===== src/rtl/kronos_wb.sv =====
// kronos_wb: RV32I write-back stage (commit, branch, load/store, traps); KRONOS_WB_MISALIGN_CHECK_EN traps misaligned accesses.
// execute = {result1[31:0], result2[31:0], rd[4:0], rd_write, branch, branch_cond, ld, ld_size[1:0], ld_sign, st, illegal}
module kronos_wb (
  input  logic        clk,
  input  logic        rstz,
  input  logic [77:0] execute,
  input  logic        pipe_in_vld,
  output logic        pipe_in_rdy,
  output logic [31:0] regwr_data,
  output logic [4:0]  regwr_sel,
  output logic        regwr_en,
  output logic [31:0] branch_target,
  output logic        branch,
  output logic [31:0] data_addr,
  output logic [31:0] data_wr_data,
  output logic [3:0]  data_mask,
  output logic        data_wr_en,
  output logic        data_req,
  input  logic [31:0] data_rd_data,
  input  logic        data_ack,
  output logic        trap,
  output logic [1:0]  trap_cause,
  output logic [31:0] trap_value
);
  typedef enum logic {STEADY, MEM} state_t;
  state_t      r_state, w_state;
  logic [31:0] w_res1, w_res2, w_sh, w_ld_data;
  logic [4:0]  w_rd, r_rd;
  logic [1:0]  w_ld_size, w_off, r_size, r_off;
  logic        w_rd_write, w_branch, w_branch_cond, w_ld, w_ld_sign, w_st, w_illegal;
  logic        w_acc, w_mem, w_half, w_word, w_mis, w_rdok, w_br, w_go;
  logic        r_ld, r_wr, r_sign;
  logic [3:0]  w_mask;
  assign {w_res1, w_res2, w_rd, w_rd_write, w_branch, w_branch_cond, w_ld, w_ld_size, w_ld_sign, w_st, w_illegal} = execute;
  assign pipe_in_rdy = r_state == STEADY;
  assign w_acc  = pipe_in_vld & pipe_in_rdy;
  assign w_mem  = w_ld | w_st;
  assign w_half = w_ld_size == 2'd1;
  assign w_word = w_ld_size[1];
  // Half accesses use lane A[1] only; word accesses always use lane 0.
  assign w_off  = w_word ? 2'b00 : w_half ? {w_res1[1], 1'b0} : w_res1[1:0];
  assign w_mask = w_word ? 4'b1111 : w_half ? 4'b0011 << w_off : 4'b0001 << w_off;
`ifdef KRONOS_WB_MISALIGN_CHECK_EN
  assign w_mis  = (w_half & w_res1[0]) | (w_word & |w_res1[1:0]);
`else
  assign w_mis  = 1'b0;
`endif
  assign w_rdok = w_rd_write & |w_rd;
  assign w_br   = w_branch | (w_branch_cond & w_res1[0]);
  assign w_go   = w_acc & ~w_illegal & w_mem & ~w_mis;
  assign w_sh   = data_rd_data >> {r_off, 3'b000};
  assign w_ld_data = r_size[1] ? w_sh :
                     r_size == 2'd1 ? {{16{r_sign & w_sh[15]}}, w_sh[15:0]} :
                     {{24{r_sign & w_sh[7]}}, w_sh[7:0]};
  always_comb begin
    w_state = r_state;
    w_state = r_state == STEADY ? (w_go ? MEM : STEADY) : (data_ack ? STEADY : MEM);
  end
  always_ff @(posedge clk or negedge rstz) begin
    if (!rstz) begin
      r_state       <= STEADY;
      regwr_data    <= '0;
      regwr_sel     <= '0;
      regwr_en      <= 1'b0;
      branch_target <= '0;
      branch        <= 1'b0;
      data_addr     <= '0;
      data_wr_data  <= '0;
      data_mask     <= '0;
      data_wr_en    <= 1'b0;
      data_req      <= 1'b0;
      trap          <= 1'b0;
      trap_cause    <= '0;
      trap_value    <= '0;
      r_ld          <= 1'b0;
      r_wr          <= 1'b0;
      r_rd          <= '0;
      r_size        <= '0;
      r_sign        <= 1'b0;
      r_off         <= '0;
    end else begin
      r_state  <= w_state;
      regwr_en <= 1'b0;
      branch   <= 1'b0;
      trap     <= 1'b0;
      if (w_acc) begin
        if (w_illegal | (w_mem & w_mis)) begin
          trap       <= 1'b1;
          trap_cause <= w_illegal ? 2'd0 : w_st ? 2'd2 : 2'd1;
          trap_value <= w_res1;
        end else if (w_mem) begin
          data_req     <= 1'b1;
          data_wr_en   <= w_st;
          data_addr    <= {w_res1[31:2], 2'b00};
          data_mask    <= w_st ? w_mask : 4'b1111;
          data_wr_data <= w_res2 << {w_off, 3'b000};
          r_ld         <= w_ld & ~w_st;
          r_wr         <= w_rdok;
          r_rd         <= w_rd;
          r_size       <= w_ld_size;
          r_sign       <= w_ld_sign;
          r_off        <= w_off;
        end else begin
          regwr_en <= w_rdok;
          branch   <= w_br;
          if (w_rdok) begin
            regwr_data <= w_res1;
            regwr_sel  <= w_rd;
          end
          if (w_br) branch_target <= w_res2;
        end
      end
      if (r_state == MEM && data_ack) begin
        data_req <= 1'b0;
        regwr_en <= r_ld & r_wr;
        if (r_ld & r_wr) begin
          regwr_data <= w_ld_data;
          regwr_sel  <= r_rd;
        end
      end
    end
  end
endmodule


===== config.mk =====
export PLATFORM = sky130hd
export DESIGN_NAME = kronos_wb
export DESIGN_NICKNAME = d
export VERILOG_FILES = /design/src/rtl/kronos_wb.sv
export SDC_FILE = /design/constraint.sdc
export NUM_CORES = 1
export LEC_CHECK = 0
export BUFFER_PORTS_ARGS = -buffer_cell sky130_fd_sc_hd__buf_2
export CAP_MARGIN = 20
export CORE_ASPECT_RATIO = 0.9
export CORE_UTILIZATION = 45
export DETAILED_ROUTE_END_ITERATION = 7
export GPL_TIMING_DRIVEN = 0
export PLACE_DENSITY = 0.76
export SKIP_CTS_REPAIR_TIMING = 1
export SYNTH_ARGS = -nofsm -noshare
export SYNTH_HDL_FRONTEND = slang
export SYNTH_SLANG_ARGS = --single-unit

===== constraint.sdc =====
create_clock -name clk -period 1.8 [get_ports clk]
set_input_delay 0.18 -clock clk [delete_from_list [all_inputs] [get_ports clk]]
set_output_delay 0.18 -clock clk [all_outputs]
set_load 0.05 [all_outputs]

# After elaboration in Yosys (flattened, before gate mapping)
# Index checks and enable logic that the tools add are counted.
# Widths: inputs -> output; s select.
# op_classes
add_sub_neg	0
mul	0
div	0
n_lt_le_gt_ge	0
n_eq_ne	3
shift	4
mux	35
n_bitwise	15
reduce_logical	8
# op_table
cell	n
$mux 32	8
$shl 32x5->32	1
$shr 32x5->32	1
$mux 5	6
$mux 1	17
$mux 4	3
$and 1x1->1	9
$reduce_and 3->1	2
$reduce_or 5->1	1
$eq 2x1->1 const B	2
$not 1->1	4
$reduce_and 4->1	1
$reduce_bool 2->1	2
$shl 1x2->4 const A	1
$shl 2x2->4 const A	1
$mux 2	1
$ne 2x1->1 const B	1
$or 1x1->1	2
$reduce_and 2->1	1
$logic_and 1x1->1	1
# word_totals
register_bits	185
latch_bits	0
ram_bits	0
rom_bits	0
input_bits	114
output_inout_bits	177
wordCells	84
mem_count	0

# Longest topological paths before layout
# logic_depth
word_depth	8
depth_mapped	7
depth_no_buf	4

# Worst setup path after synthesis
# OpenSTA, ideal clock, no wires.
# synth_path
path_type	reg-to-reg
from	reg r_state
to	reg branch_target[10]
setup_ns	0.125
arrival_ns	1.759
t_required_ns	1.675
path_slack_ns	-0.083
path_stages_with_launch	5
n_path_buf	1
period_less_slack_ns	1.883
cell_sequence	dfrtp_1 or3b_4 nor4_4 buf_6 mux2_2
# synth_between
elab_chain_len	3
# synth_rtl
element	line	source
start: declaration	26	state_t r_state, w_state;
start signal: assignment	82	r_state <= w_state;
$not 1->1	--	
$and 1x1->1	36	assign w_acc = pipe_in_vld & pipe_in_rdy;
$reduce_and 4->1 (no source line)	--	
end signal: assignment	110	if (w_br) branch_target <= w_res2;
end: declaration	12	output logic [31:0] branch_target,
# No other way between the ends.
# A chain may end at the register's enable or synchronous reset.

# Worst setup path in the final report
# layout_path
from	reg r_state
to	reg branch_target[6]
# Same word-level chain as after synthesis.

==> results.md <==
- Outcome: finished, violations left
- Failing checks: hold timing, setup timing
- IO Pins: 291
- Starting density of the core: 0.466
- Die footprint: 19000 um2
- Count leader, synth: nand2_1
- Total Routing Usage GR: 0.276
- CP max FO: 10
- # setup viols final: 60
- Req. time, crit path: 2120 ps
- Starting DRT DRC Count: 411
- Predominant post-synthesis flop cell: dfrtp_1
- Final Hold Fails: 4
- Sw frac: 0.469
- Cell taking the most area after synthesis: dfrtp_1
- Met2 WL: 13.9 mm
- CTS Buffer Depth: 2
- Pins Over Slew Limit: 0
- Static leakage: 5.87 nW
- Cts bufs inserted: 17
- Met3 wire len: 2.28 mm
- VDD IR-drop max: 0.883 mV
- Final #Nets: 1254
- Post-synth EDFFs: 0
- GP Congestion: 0.967
- Initial antenna violation count: 2
- Seq/Total Area, Yosys: 0.557
- Synth-to-Final Area Change: 40.4%
- Layout Cells excl Fill: 1393
- DPL Wire Length: 19.4 mm
- IO buf count: 285
- Max layer used: met5
- Worst Setup Start Kind: flip-flop
- Dpl ws: -503 ps
- PnR worst setup slack: -145 ps
- Comb pwr share: 0.443
- Via count: 7441
- CP startpoint: r_state
- Grt total ovfl: 0
- PD cells: 1510 nW/um2
- Sink Count: 185
- Compound-Gate Fraction of Synth Area: 0.109
- Post-synthesis xor/xnor area fraction: 0.00105
- Detailed Route WL: 28.0 mm
- Pint: 9.35 mW
- Tmin final: 1950 ps
- Rel. slew slack: 0.493
- Worst Min Path Start: execute[50]
- Hold_ws: -28.3 ps
- Largest net degree at the start of global routing: 100
- Async SR Flop Fraction: 1.00
- Synthesis-stage register bit count: 185
- Syn Std Cell Area: 8310 um2
- Flop pwr share: 0.339
- Clock root buffer master: clkbuf_16
- Fin Setup TNS: -4130 ps
- # DRC: 0
- RSZ-0062 raised after global routing: true
- Ys Warns: 0
- Rows: 46
- Largest family of logic cells by synthesized area: multiplexers
- WS Path Type: reg -> reg
- Worst-Margin Slew: 760 ps
- Post-Synth Simple-Gate Area: 0.138
- Vias in the first global route: 6866
- Placed cells: 1300
- Adder-cell share of the synthesized area: 0
- Post-synthesis mux area share: 0.159
- Crit share post-route: 1.08
- Global-route wire length before repair: 39.9 mm
- Synth Instances: 771
- Critical path arrival: 2260 ps
- Clock skew: 15.4 ps
- Power share of the clock group: 0.218
- Utilization after layout: 0.654
- Distinct cell type count after synthesis: 44
- Number of antenna diodes: 0
- Die Y: 131 um
- Fmax: 0.514 GHz
- Synth Area per Inst: 10.8 um2
- CTS tree: yes
- DRT Pass-1 Iters: 5
- Worst-path clk slew: 80 ps
- DR WL/cell: 20.1 um
- # fillers: 1403
- Clock latency on the worst-skew pair: 440 ps
- Area share of the largest cell type after synthesis: 0.557
- Layout cells sized above 1: 0.423
- Synth top cells by count: 214 x nand2_1, 185 x dfrtp_1, 70 x mux2_2
- CTS H-tree lvls: 4
- Metal-1 WL: 11.4 mm
- Remaining antenna violation count: 0
- Worst r2r src: r_state
- Top post-synthesis cells by area: dfrtp_1 56%, nand2_1 9.7%, mux2_2 9.5%
- Max Cap Viol: 0
- Vias per inst: 5.34
- CORE AREA: 17800 um2
- P_sw: 8.25 mW
- Hold WC Path Type: in -> reg
- Endpoint class of the critical path: flip-flop
- Die Width: 145 um
==> through the flow <==
step | area (um2) | total power, mW
CTS | 10700 | 17.3
floorplan | 8320 | 11.4
finish | 11700 | 17.6
detailed placement | 10100 | 13.5
global placement | 10000 | 13.3
global route | 11700 | 18.3
==> cells by family (layout without fill, tap and decap cells) <==
kind of cell           after synthesis  after routing
AO/OA/AOI/OAI                      125            125
XOR/XNOR                             1              1
buffers and inverters               60            439
flip-flops                         185            185
multiplexers                       123            123
other                                1              4
AND/OR/NAND/NOR                    276            276
==> layout make-up <==
| class | instances | area, um2 | share of cell area |
|---|---|---|---|
| well taps | 240 | 300 | 0.0258 |
| clock buffers | 18 | 439 | 0.0377 |
| repair buffers | 349 | 2140 | 0.184 |
| plain buffers | 54 | 403 | 0.0345 |
| flip-flops and latches | 185 | 4630 | 0.397 |
| inverters | 4 | 15.0 | 0.00129 |
| multi-input cells | 529 | 3580 | 0.307 |
| clock inverters | 14 | 154 | 0.0132 |
==> power by group through the flow <==
stage               clock (mW)  sequential (mW)  combinational [mW]
floorplan                    0             9.90                1.54
global placement             0             5.92                7.38
detailed placement           0             5.98                7.48
CTS                       3.89             5.91                7.49
global route              4.04             6.11                8.12
finish                    3.84             5.97                7.80
==> path summary, 6_finish.rpt <==
check,endpoint,slack [ps],cells after the start
worst max-delay path,branch_target[6],-150,5
worst min-delay path,data_addr[4],-30,3
worst max register to register,branch_target[6],-150,5
worst min register to register,data_addr[17],470,2
max in group asynchronous,data_mask[0],480,3
min in group asynchronous,data_addr[24],360,2
==> registers in the layout, summed over array words and instances (netlist names), 2 cells and up <==
register / flops
branch_target: 32
data_addr: 30
data_mask: 4
data_wr_data: 32
r_off: 2
r_rd: 5
r_size: 2
regwr_data: 32
regwr_sel: 5
trap_value: 32
==> critical path: stages, from the launching register on <==
cell     delay, ps
dfrtp_2        450
or3b_4         410
nor4_4         290
buf_6          190
buf_12         150
mux2_2         340
==> routing by layer <==
layer / up-vias / GRT usage
met2: 357 / 0.474
met4: 2 / 0.0718
met5: - / 0
met3: 39 / 0.0795
li1: 3400 / -
met1: 3643 / 0.347
==> placed cells by master, fill, tap and decap left out, types with 15 or more instances in the layout <==
cell type	n
buf_2	295
nand2_1	207
dfrtp_1	184
mux2i_1	50
mux2_2	50
nor2_1	37
dlygate4sd3_1	36
a21oi_1	21
o21ai_0	21
buf_4	20
mux2_4	20
clkbuf_16	20
a32oi_1	15
No activity file was read; power rests on OpenSTA's default activity.
